### src/rtl/fmap_raster_tx.sv
// fmap_raster_tx: column-parallel strip buffer re-emitted as a raster pixel stream
// Define FMAP_TX_SAT_EN for saturating IN_W->OUT_W conversion; default is truncation.
module fmap_raster_tx #(
  parameter int ROWS   = 6,
  parameter int WIDTH  = 12,
  parameter int STRIPS = 2,
  parameter int IN_W   = 16,
  parameter int OUT_W  = 12
) (
  input  logic                 clk_i,
  input  logic                 rst_i,
  input  logic                 clear_i,
  input  logic                 col_valid_i,
  output logic                 col_ready_o,
  input  logic [ROWS*IN_W-1:0] col_data_i,
  input  logic                 out_ready_i,
  output logic                 valid_o,
  output logic                 wr_en_o,
  output logic [OUT_W-1:0]     data_o,
  output logic                 frame_done_o
);
  localparam int CW = (WIDTH > 1) ? $clog2(WIDTH) : 1;
  localparam int RW = (ROWS > 1) ? $clog2(ROWS) : 1;
  localparam int SW = (STRIPS > 1) ? $clog2(STRIPS) : 1;
  localparam logic [0:0] FILL  = 1'b0;
  localparam logic [0:0] DRAIN = 1'b1;
`ifdef FMAP_TX_SAT_EN
  localparam logic signed [IN_W-1:0] SAT_HI = IN_W'((1 << (OUT_W - 1)) - 1);
  localparam logic signed [IN_W-1:0] SAT_LO = ~SAT_HI;
  function automatic logic [OUT_W-1:0] conv(input logic signed [IN_W-1:0] x);
    return (x > SAT_HI) ? OUT_W'(SAT_HI) : (x < SAT_LO) ? OUT_W'(SAT_LO) : x[OUT_W-1:0];
  endfunction
`else
  function automatic logic [OUT_W-1:0] conv(input logic signed [IN_W-1:0] x);
    return x[OUT_W-1:0];
  endfunction
`endif
  logic [0:0]       state_q, state_d;
  logic [CW-1:0]    col_cnt_q, col_cnt_d, pix_cnt_q, pix_cnt_d;
  logic [RW-1:0]    row_cnt_q, row_cnt_d;
  logic [SW-1:0]    strip_cnt_q, strip_cnt_d;
  logic             frame_done_q, frame_done_d;
  logic [OUT_W-1:0] mem_q [ROWS][WIDTH];
  logic             beat, xfer, last_col, last_pix, last_row, last_strip;
  assign col_ready_o  = (state_q == FILL);
  assign valid_o      = (state_q == DRAIN);
  assign wr_en_o      = valid_o;
  assign data_o       = valid_o ? mem_q[row_cnt_q][pix_cnt_q] : '0;
  assign frame_done_o = frame_done_q;
  assign beat         = col_ready_o & col_valid_i & ~clear_i;
  assign xfer         = valid_o & out_ready_i;
  assign last_col     = (col_cnt_q == CW'(WIDTH - 1));
  assign last_pix     = (pix_cnt_q == CW'(WIDTH - 1));
  assign last_row     = (row_cnt_q == RW'(ROWS - 1));
  assign last_strip   = (strip_cnt_q == SW'(STRIPS - 1));
  always_comb begin
    state_d      = state_q;
    col_cnt_d    = col_cnt_q;
    pix_cnt_d    = pix_cnt_q;
    row_cnt_d    = row_cnt_q;
    strip_cnt_d  = strip_cnt_q;
    frame_done_d = 1'b0;
    if (beat) begin
      col_cnt_d = last_col ? '0 : col_cnt_q + 1'b1;
      state_d   = last_col ? DRAIN : FILL;
    end
    if (xfer) begin
      pix_cnt_d = last_pix ? '0 : pix_cnt_q + 1'b1;
      row_cnt_d = last_pix ? (last_row ? '0 : row_cnt_q + 1'b1) : row_cnt_q;
      if (last_pix && last_row) begin
        state_d      = FILL;
        strip_cnt_d  = last_strip ? '0 : strip_cnt_q + 1'b1;
        frame_done_d = last_strip;
      end
    end
  end
  always_ff @(posedge clk_i) begin
    if (rst_i || clear_i) begin
      state_q      <= FILL;
      col_cnt_q    <= '0;
      pix_cnt_q    <= '0;
      row_cnt_q    <= '0;
      strip_cnt_q  <= '0;
      frame_done_q <= 1'b0;
    end else begin
      state_q      <= state_d;
      col_cnt_q    <= col_cnt_d;
      pix_cnt_q    <= pix_cnt_d;
      row_cnt_q    <= row_cnt_d;
      strip_cnt_q  <= strip_cnt_d;
      frame_done_q <= frame_done_d;
    end
  end
  // strip memory is data-only, so it carries no reset
  always_ff @(posedge clk_i) begin
    if (beat)
      for (int r = 0; r < ROWS; r++)
        mem_q[r][col_cnt_q] <= conv(col_data_i[r*IN_W +: IN_W]);
  end
endmodule

### config.mk
export PLATFORM = sky130hd
export DESIGN_NAME = fmap_raster_tx
export DESIGN_NICKNAME = d
export VERILOG_FILES = /design/src/rtl/fmap_raster_tx.sv
export SDC_FILE = /design/constraint.sdc
export NUM_CORES = 1
export LEC_CHECK = 0
export CELL_PAD_IN_SITES_DETAIL_PLACEMENT = 0
export CELL_PAD_IN_SITES_GLOBAL_PLACEMENT = 2
export CORE_MARGIN = 4
export CORE_UTILIZATION = 43
export CTS_BUF_LIST = sky130_fd_sc_hd__clkbuf_4 sky130_fd_sc_hd__clkbuf_8 sky130_fd_sc_hd__clkbuf_16
export DETAILED_ROUTE_END_ITERATION = 8
export DONT_BUFFER_PORTS = 1
export PLACE_DENSITY_LB_ADDON = 0.1
export SYNTH_ARGS = -nofsm -noshare
export SYNTH_HDL_FRONTEND = slang
export SYNTH_SLANG_ARGS = --single-unit
### constraint.sdc
create_clock -name clk_i -period 7.13 [get_ports clk_i]
set_clock_uncertainty 0.05 [all_clocks]
set_input_delay 1.0695 -clock clk_i [delete_from_list [all_inputs] [get_ports clk_i]]
set_output_delay 1.0695 -clock clk_i [all_outputs]
set_load 0.01 [all_outputs]
[Word-level counts from Yosys, hierarchy flattened]
Memories as Yosys holds them, arrays and structs flattened. A register that Yosys moved wholly into a read port is not among the register bits.
Index checks and enable logic that the tools add are counted.
Storage, ports and cells
  register bits: 14
  memory bits (writable): 864
  input port bits: 101
  word-level logic and storage cells: 50
  memories kept: 1
  output and inout port bits: 16
Memory list
  mem_q: depth 6, bits a word 144, rd ports 1, clocked after Yosys merged registers in 1, write ports 6, RTL line 43  | logic [OUT_W-1:0] mem_q [ROWS][WIDTH];
Operators by class
  bitwise gates (word level): 9
  eq/ne operators: 3
  $add $sub $neg: 4
  reductions and logical operators: 6
  order comparisons: 3
  multiplexer cells: 18
Operator list (number)
  $mux 144: 1
  $bmux 12 s4: 1
  $demux 12 s4: 1
  $mux 12: 4
  $ge 5x5->1 const B: 2
  $not 4->5: 2
  $mux 3: 3
  $add 4x1->4 const B: 2
  $eq 4x4->1 const B: 2
  $mux 4: 2
  $mux 1: 6
  $lt 5x1->1 const B: 1
  $not 1->1: 4
  $reduce_and 2->1: 2
  $add 3x1->3 const B: 1
  $and 1x1->1: 3
  $eq 3x3->1 const B: 1
  $reduce_or 3->1: 1
  $logic_and 1x1->1: 2
  $add 1x1->1 const B: 1
  $logic_or 1x1->1: 1

[Longest topological paths before layout]
Gate-level depths: netlist (run 1).
  depth after elaboration: 6
  mapped depth: 10
  gate-level depth less buffers: 6

[Worst setup path before layout (run 1)]
No wires, ideal clock.
  kind: input to register
  from: input port clear_i
  to: memory mem_q[0][0] in the netlist's numbering, enable pin
  path buffers: 0
  required time: 6467 ps
  setup time: 613 ps
  setup slack: -469 ps
  arrival time: 6936 ps
  stages on the path: 3
  path through: nor3b_2 > nand2_1 > nor3b_1
RTL lines
  from (decl): RTL line 12  | input logic clear_i,
  to (decl): RTL line 43

[Final worst setup path (run 1)]
  from: register pix_cnt_q[0]
  to: output port data_o[1]
On the way
  cells in the longest elaborated chain, start to end: 5
RTL lines
  from (decl): RTL line 39  | logic [CW-1:0] col_cnt_q, col_cnt_d, pix_cnt_q, pix_cnt_d;
  from (signal assigned): RTL line 88  | pix_cnt_q <= pix_cnt_d;
  $not 4->5 (implied by the code): RTL line 48  | assign data_o = valid_o ? mem_q[row_cnt_q][pix_cnt_q] : '0;
  $bmux 12 s4: RTL line 48
  $mux 12 (implied by the code) (2 in series): RTL line 48
  $mux 12: RTL line 48
  to (decl): RTL line 19  | output logic [OUT_W-1:0] data_o,
Every way passes these cells. The select of a mux whose other input is x is not followed.

==> results.yml, run 1 <==
outcome:
  outcome: "finished clean"
placement:
  dp_cells: 2716
  hpwlAfterDp_um: 50100
  port_buffers: 0
  place_congestion: 0.735
critical_path:
  required_ps: 6010
  crit_family: "compound AO/OA/AOI/OAI gates"
  slowest_stage: "dfxtp_2"
  cp.arrival_ps: 4090
  end_kind: "primary output"
  path_cells: "buf_4, nor4bb_4, buf_4, a22o_1, a31oi_1, a32oi_1, o21a_1"
  slowest_delay_ps: 880
  critPathMostFrequentCell: "buf_4"
  start_kind: "flop"
  critPathBufInv: 2
  critPathMaxFanout: 24
  critical_path_class: "reg -> out"
cells_and_area:
  final_nets: 1867
  area_growth_syn_to_layout_pct: 11.9
  drive_above_1_share_pct: 21.2
  antenna_cells: 0
  fin_cells: 2884
synthesis:
  syn_area_per_cell_um2: 19.9
  seq_area_frac_synth_pct: 76.6
  synth_fp_nets: 1832
  netlist_area_um2: 34300
  synth_top_flop_cell: "edfxtp_1"
  yosys_warnings: 0
  ys_ff_latch: 881
  ys_types: 53
  synth-edff-count: 864
  ys_async_sr_fraction_pct: 0
  synth_cells: 1726
run:
  max-cap-violations: 0
die:
  rows: 103
  die_y_um: 291
  pin_count: 117
  start_util_pct: 43.5
  coreArea_um2: 79000
  die_x_um: 291
  dieArea_um2: 84400
timing:
  rsz0062_at_grt: "no"
  fmax_mhz: 192
  finalSetupViolCount: 0
  fin_crit_ps: 5210
  finalSetupTns_ps: 0
  slew_headroom_pct: 14.6
  period_share_pct: 73.0
  tightest_slew_ps: 1280
  hold_viol: 0
  maxSlewViolCount: 0
route:
  drt_first_pass_iters: 5
  drcViolationCount: 0
  first_iter_violations: 1757
  viasPerCell: 5.84
  wirelength_um: 90600
  wl_per_cell_um: 31.4
  ant_nets: 0
  vias: 16855
grt:
  antenna_found_initial: 5
  grt_max_degree: 90
  grt_overflow: 0
  grt_pass1_vias: 16908
  grt_pass1_wl_um: 128000
  track_usage_pct: 21.1
clock_tree:
  cts_tree: "yes"
  cts.sinks: 881
  cts_root_buf: "clkbuf_16"
  numCtsBuffers: 93
  clk_latency_ps: 620
  path_clk_slew_ps: 60
  cts_resized: 0
  postCtsSetupRepairBufs: 0
  hold_buffers: 0
  cts_buffer_depth: 3
  cts_max_level: 3
power:
  powerDensity_nw_per_um2: 271
  p_leak_nw: 11.4
  ir_worst_vdd_v: 0.000187
  power_w: 0.0104
worst_hold_path:
  hp-class: "reg -> reg"
layer usage:
metal | part of all wire (%) | GRT usage, % | up-vias
met5 | 0 | 0 | -
met4 | 1.8 | 5.11 | 0
met3 | 6.7 | 4.59 | 97
met2 | 45 | 31.9 | 493
met1 | 46 | 31.7 | 9064
li1 | - | - | 7201
logic make-up after synthesis:
logic type	Yosys count	share of synthesized area (%)
xor gates and xnor gates	3	0.0766
muxes	346	14.3
AOI/OAI and AO/OA	255	4.99
adders and majority gates	5	0.182
and+or+nand+nor	130	1.99
DFF	881	76.6
buffers and inverters	106	1.91
path summary, 6_finish.rpt:
path | slack [ps] | end | startpoint | depth (start not counted)
min | 450 | frame_done_o | last_strip | 1
max reg2reg | 3730 | mem_q[1][58] | valid_o | 6
max | 1920 | data_o[1] | pix_cnt_q[0] | 7
min reg2reg | 450 | frame_done_o | last_strip | 1
layout by cell type, fill, tap and decap left out, drive strengths merged, types with 2 or more instances in the layout:
| master | Yosys | layout |
|---|---|---|
| a221o | 12 | 12 |
| o221ai | 11 | 11 |
| or3 | 2 | 2 |
| and2 | 22 | 22 |
| a31oi | 23 | 23 |
| a21oi | 48 | 48 |
| clkbuf | 38 | 119 |
| o21ai | 29 | 29 |
| clkinv | 0 | 40 |
| or2 | 14 | 14 |
| bufinv | 0 | 5 |
| nor2 | 27 | 27 |
| nand3b | 2 | 2 |
| inv | 7 | 10 |
| mux2i | 179 | 179 |
| o21bai | 12 | 12 |
| edfxtp | 864 | 864 |
| o31ai | 12 | 12 |
| mux4 | 109 | 109 |
| a22oi | 23 | 23 |
| buf | 61 | 39 |
| nor3 | 9 | 9 |
| nor3b | 7 | 7 |
| o22ai | 47 | 47 |
| nand3 | 3 | 3 |
| a32oi | 11 | 11 |
| o21a | 11 | 11 |
| nand2 | 32 | 32 |
| ha | 5 | 5 |
| a22o | 12 | 12 |
| mux2 | 58 | 58 |
| nand2b | 5 | 5 |
| dfxtp | 17 | 17 |
| xnor2 | 2 | 2 |
Yosys cell counts, types with 15 or more instances:
| cell | count | area share, % |
|---|---|---|
| a21oi_1 | 48 | 0.70 |
| a22oi_1 | 23 | 0.50 |
| a31oi_1 | 23 | 0.42 |
| and2_1 | 22 | 0.40 |
| buf_2 | 25 | 0.36 |
| buf_4 | 16 | 0.35 |
| buf_6 | 15 | 0.49 |
| clkbuf_1 | 38 | 0.42 |
| dfxtp_1 | 17 | 0.99 |
| edfxtp_1 | 864 | 76 |
| mux2_2 | 58 | 1.9 |
| mux2i_1 | 179 | 5.2 |
| mux4_2 | 109 | 7.2 |
| nand2_1 | 32 | 0.35 |
| nor2_1 | 27 | 0.30 |
| o21ai_0 | 28 | 0.41 |
| o22ai_1 | 47 | 0.86 |
where the power goes:
group,total [W],switching [W],internal [W],leakage (nW)
combinational,0.0000356,0.0000231,0.0000125,2.02
sequential,0.00572,0.00000505,0.00571,7.93
clock,0.00467,0.00194,0.00273,1.49
registers in the layout (all words and copies together) (netlist names), named ones only:
| signal | count |
|---|---|
| col_cnt_q | 4 |
| frame_done_o | 1 |
| last_strip | 1 |
| mem_q | 864 |
| pix_cnt_q | 4 |
| row_cnt_q | 3 |
| valid_o | 1 |
layout make-up:
type	instances	area [um^2]
fillers	6430	40600
flip-flops and latches	881	26300
multi-input cells	739	7480
clock buffers	119	2570
well taps	1050	1310
clock inverters	49	372
repair buffers	39	330
inverters	7	26.3
through the flow:
stage	instance area, um^2	hold slack [ps]	setup slack (ps)	util (%)
after global routing	38400	442	1810	48.6
after CTS	38400	436	1820	48.6
final	38400	451	1920	48.6
after detailed placement	35500	442	2520	44.9
after floorplan	34300	421	16.4	-
after global placement	35500	434	2520	44.9
(Power assumes the default switching activity.)
==> run 2: changes to the inputs <==
--- a/config.mk
+++ b/config.mk
@@ -5,10 +5,11 @@
 export SDC_FILE = /design/constraint.sdc
 export NUM_CORES = 1
 export LEC_CHECK = 0
+export ABC_AREA = 1
 export CELL_PAD_IN_SITES_DETAIL_PLACEMENT = 0
 export CELL_PAD_IN_SITES_GLOBAL_PLACEMENT = 2
 export CORE_MARGIN = 4
-export CORE_UTILIZATION = 43
+export CORE_UTILIZATION = 39
 export CTS_BUF_LIST = sky130_fd_sc_hd__clkbuf_4 sky130_fd_sc_hd__clkbuf_8 sky130_fd_sc_hd__clkbuf_16
 export DETAILED_ROUTE_END_ITERATION = 8
 export DONT_BUFFER_PORTS = 1
==> constraint.sdc (replaced) <==
create_clock -name clk_i -period 4.6 [get_ports clk_i]
set_clock_uncertainty 0.05 [all_clocks]
set_input_delay 0.69 -clock clk_i [delete_from_list [all_inputs] [get_ports clk_i]]
set_output_delay 0.69 -clock clk_i [all_outputs]
set_load 0.01 [all_outputs]
==> results.yml, run 2 <==
outcome:
  outcome: "finished clean"
die:
  start_util_pct: 39.4
  die_x_um: 315
  pin_count: 117
  dieArea_um2: 99500
  die_y_um: 315
  coreArea_um2: 93500
  rows: 112
grt:
  antenna_found_initial: 5
  grt_max_degree: 120
  track_usage_pct: 22.0
  grt_overflow: 0
  grt_pass1_wl_um: 159000
  grt_pass1_vias: 23191
cells_and_area:
  antenna_cells: 0
  multi_input_area_um2: 8520
  final_area_um2: 41800
  final_nets: 3455
  most-common-layout-cells: "nand2_1 (1002), edfxtp_1 (864), nand3_1 (340)"
  largest_register_ffs: 864
  fillers: 8650
  layout.area.seq_um2: 26300
  reg_top3: "mem_q x864, col_cnt_q x4, pix_cnt_q x4"
  drive_above_1_share_pct: 8.89
  final_common_cell: "nand2_1"
  largest_register: "mem_q"
  final_core_util_pct: 44.7
  area_growth_syn_to_layout_pct: 13.4
synthesis:
  ys_ff_latch: 881
  synth-edff-count: 864
  synth_top_cell_area_share_pct: 70.4
  synthTopCellsByCount: "nand2_1 (1002), edfxtp_1 (864), nand3_1 (340), inv_1 (312), nor2_1 (291)"
  synth_cells: 3346
  yosys-top-cells-area: "edfxtp_1 (70%), nand2_1 (10%), nand3_1 (4.6%)"
  synth_fp_nets: 3452
  netlist_area_um2: 36800
  ys_types: 29
  seq_area_frac_synth_pct: 71.3
  synth_top_cell_by_area: "edfxtp_1"
  yosysMostFrequentCell: "nand2_1"
  yosys_warnings: 0
  syn_area_per_cell_um2: 11.0
  ys_async_sr_fraction_pct: 0
  synth_top_flop_cell: "edfxtp_1"
critical_path:
  slowest_delay_ps: 540
  critPathMostFrequentCell: "nand2_1"
  crit_path_end: "data_o[10]"
  rr_worst_depth: 7
  critPathBufInv: 3
  cp.arrival_ps: 3520
  r2r-start: "valid_o"
  path_cells: "inv_6, buf_4, o21ai_0, nand2_1, nand2_1, nand2_1, nand2_1, nand3_1, nand2_1, a21oi_1, buf_4"
  ff2ff_setup_slack_ps: 2140
  start_kind: "flop"
  critical_path_class: "reg -> out"
  crit_family: "buffers and inverters"
  r2r_end: "mem_q[3][101]"
  critPathMaxFanout: 91
  path_depth: 11
  slowest_stage: "a21oi_1"
  required_ps: 3860
  end_kind: "primary output"
power:
  powerDensity_nw_per_um2: 402
  power_w: 0.0168
  p_leak_nw: 16.0
  ir_worst_vdd_v: 0.000298
timing:
  period_share_pct: 92.5
  setup_ws_ps: 345
  maxSlewViolCount: 0
  fmax_mhz: 235
  tightest_slew_ps: 886
  finalSetupViolCount: 0
  fin_crit_ps: 4260
  rsz0062_at_grt: "no"
  slew_headroom_pct: 40.9
  hold_viol: 0
placement:
  port_buffers: 0
  place_congestion: 0.751
  hpwlAfterDp_um: 61800
  dpl_worst_slack_ps: 910
  placed_area_um2: 38600
route:
  drcViolationCount: 0
  met2_length_um: 53800
  dr_wl_met3_um: 5360
  viasPerCell: 5.02
  wl_per_cell_um: 23.3
  top_layer_used: "met4"
  drt-met1-wl_um: 48000
  wirelength_um: 109000
  ant_nets: 0
  vias: 23447
  drt_first_pass_iters: 8
  first_iter_violations: 1631
clock_tree:
  cts_tree: "yes"
  hold_buffers: 0
  path_clk_slew_ps: 60
  cts_root_buf: "clkbuf_16"
  cts_buffer_depth: 3
  numCtsBuffers: 98
  cts.sinks: 881
  clk_latency_ps: 650
  cts_resized: 0
  postCtsSetupRepairBufs: 0
  cts_max_level: 3
run:
  max-cap-violations: 0
worst_hold_path:
  hp-class: "in -> reg"
[run 2: changes by cell type after synthesis, sizes merged, moves of 89 or more]
cell / delta
nand2: +971
nand3: +337
nor2: +265
inv: +308
mux2i: -179
mux4: -109
o21ai: +89
[run 2: logic make-up after synthesis]
| group | after synthesis | share of synthesized area, % |
|---|---|---|
| xor gates and xnor gates | 1 | 0.0238 |
| AOI/OAI and AO/OA | 267 | 3.95 |
| DFF | 881 | 71.3 |
| and+or+nand+nor | 1693 | 18.8 |
| buffers and inverters | 499 | 5.76 |
| adders and majority gates | 5 | 0.170 |
[run 2: power by group]
part           leakage (nW)  switching [W]  internal, W
clock                  1.60        0.00309      0.00474
combinational          6.49      0.0000612    0.0000221
sequential             7.93     0.00000913      0.00886
[run 2: stage by stage]
| step | hold WS, ps | TNS [ps] | std cells |
|---|---|---|---|
| floorplan | 396 | -1303220 | 3346 |
| global placement | 414 | 0 | 4503 |
| detailed placement | 429 | 0 | 4503 |
| CTS | 31.5 | 0 | 4674 |
| global route | 39.0 | 0 | 4674 |
| finish | 71.9 | 0 | 4674 |
[run 2: layout make-up]
class / instances / area share, %
Timing Repair Buffer: 86 / 2.38
Sequential cell: 881 / 62.9
Clock buffer: 120 / 6.26
Inverter: 316 / 2.87
Tap cell: 1254 / 3.76
Multi-Input combinational cell: 1966 / 20.4
Clock inverter: 51 / 1.39
[run 2: how the worst min path moves through the flow]
stage / start / end / depth (start not counted)
2_1_floorplan: last_strip / frame_done_o / 2
3_3_place_gp: last_strip / last_strip / 2
3_5_place_dp: last_strip / last_strip / 2
4_1_cts: col_data_i[81] / mem_q[5][97] / 0
5_1_grt: col_data_i[3] / mem_q[0][111] / 0
6_report: col_data_i[1] / mem_q[0][109] / 0
[run 2: layer usage]
metal	vias to the layer above	track usage [%]
met2	460	38.3
met1	11673	29.2
li1	11207	-
met3	107	3.64
met5	-	0
met4	0	4.70
==> run 3: changes to the inputs <==
==> config.mk (replaced) <==
export PLATFORM = sky130hd
export DESIGN_NAME = fmap_raster_tx
export DESIGN_NICKNAME = d
export VERILOG_FILES = /design/src/rtl/fmap_raster_tx.sv
export SDC_FILE = /design/constraint.sdc
export NUM_CORES = 1
export LEC_CHECK = 0
export ABC_AREA = 1
export CORE_MARGIN = 4
export CORE_UTILIZATION = 35
export CTS_BUF_LIST = sky130_fd_sc_hd__clkbuf_4 sky130_fd_sc_hd__clkbuf_8 sky130_fd_sc_hd__clkbuf_16
export DETAILED_ROUTE_END_ITERATION = 8
export DONT_BUFFER_PORTS = 1
export SYNTH_ARGS = -nofsm -noshare
export SYNTH_HDL_FRONTEND = slang
export SYNTH_SLANG_ARGS = --single-unit
==> results.yml, run 3 (synthesis results as in run 2) <==
outcome:
  outcome: "finished clean"
die:
  coreArea_um2: 104000
  die_x_um: 332
  die_y_um: 332
  dieArea_um2: 111000
  rows: 118
  pin_count: 117
  start_util_pct: 35.4
clock_tree:
  hold_buffers: 0
  postCtsSetupRepairBufs: 0
  cts_root_buf: "clkbuf_16"
  numCtsBuffers: 91
  cts_resized: 0
  cts_buffer_depth: 3
  clk_latency_ps: 640
  path_clk_slew_ps: 60
  cts_tree: "yes"
  cts.sinks: 881
  cts_max_level: 3
power:
  power_w: 0.0161
  ir_worst_vdd_v: 0.000424
  powerDensity_nw_per_um2: 388
  p_leak_nw: 15.8
timing:
  maxSlewViolCount: 0
  finalSetupViolCount: 0
  tightest_slew_ps: 1410
  fmax_mhz: 240
  slew_headroom_pct: 5.29
  hold_viol: 0
  whs_ps: 83.8
  rsz0062_at_grt: "no"
  fin_crit_ps: 4170
  period_share_pct: 90.6
grt:
  grt_pass1_wl_um: 147000
  track_usage_pct: 17.6
  grt_pass1_vias: 22466
  grt_max_degree: 169
  antenna_found_initial: 8
  grt_overflow: 0
cells_and_area:
  final_common_cell: "nand2_1"
  most-common-layout-cells: "nand2_1 (1002), edfxtp_1 (864), nand3_1 (340)"
  multi_input_area_um2: 8510
  fillers: 9839
  final_nets: 3449
  largest_register: "mem_q"
  drive_above_1_share_pct: 8.72
  final_area_um2: 41500
  largest_register_ffs: 864
  area_growth_syn_to_layout_pct: 12.6
  reg_top3: "mem_q x864, col_cnt_q x4, pix_cnt_q x4"
  layout.area.seq_um2: 26300
critical_path:
  end_kind: "primary output"
  required_ps: 3860
  critPathMaxFanout: 126
  start_kind: "flop"
  cp.arrival_ps: 3430
  critical_path_class: "reg -> out"
route:
  wl_per_cell_um: 20.8
  first_iter_violations: 2184
  viasPerCell: 4.93
  ant_nets: 0
  drcViolationCount: 0
  drt_first_pass_iters: 5
  vias: 23639
  wirelength_um: 99600
placement:
  place_congestion: 0.764
  placed_area_um2: 38600
  port_buffers: 0
  hpwlAfterDp_um: 56400
run:
  max-cap-violations: 0
worst_hold_path:
  hp-class: "in -> reg"
-- run 3: cell count changes in the layout (fill, tap and decap cells not counted), sizes merged --
cell      delta
buf          +1
clkinv       +7
inv          +1
clkinvlp     +1
diode        +2
clkbuf       -6
bufinv       -8
-- run 3: layout make-up --
cell class | count | area share [%]
Timing Repair Buffer | 87 | 2.03
Clock buffer | 114 | 5.91
Antenna cell | 2 | 0.0121
Clock inverter | 52 | 1.08
Tap cell | 1380 | 4.16
Multi-Input combinational cell | 1966 | 20.5
Sequential cell | 881 | 63.4
Inverter | 316 | 2.90
-- run 3: final timing paths --
| path | startpoint | endpoint | slack, ps | depth (start not counted) |
|---|---|---|---|---|
| setup / recovery | flop | data_o[10] | 430 | 12 |
| hold / removal | col_data_i[18] | mem_q[1][26] | 80 | 0 |
| setup reg to reg | valid_o | mem_q[3][97] | 1470 | 6 |
| hold reg to reg | last_strip | last_strip | 430 | 2 |
-- run 3: layer usage --
layer  vias up  GRT usage, %  part of all wire, %
li1      11212             -                    -
met1     11523          23.5                   42
met2       757          30.1                   49
met3       147          3.08                  6.6
met4         0          4.20                  2.1
met5         -             0                    0
-- run 3: critical path, stage by stage, from the launching register on --
cell and delay, ps:
dfxtp_4 460, inv_8 610, buf_4 380, nand2_1 90
nand2_1 70, a21oi_1 60, nand2_1 110, nand3_1 80
nand3_1 150, nand2_1 60, a21oi_1 200, buf_4 220
buf_4 140
-- run 3: through the flow --
stage                     std cells  setup TNS, ps  util (%)  setup slack, ps
after floorplan                3346       -1303220         -            -2010
after global placement         4630              0      37.1             1130
after detailed placement       4630              0      37.1             1140
after CTS                      4796              0      39.8              423
after global routing           4796              0      39.8              246
final                          4798              0      39.9              431
-- run 3: power by group --
group	switching [W]	total, W	internal [W]
Combinational	0.0000559	0.0000759	0.0000200
Sequential	0.00000906	0.00886	0.00886
Clock	0.00306	0.00714	0.00408
Total	0.00313	0.0161	0.0130
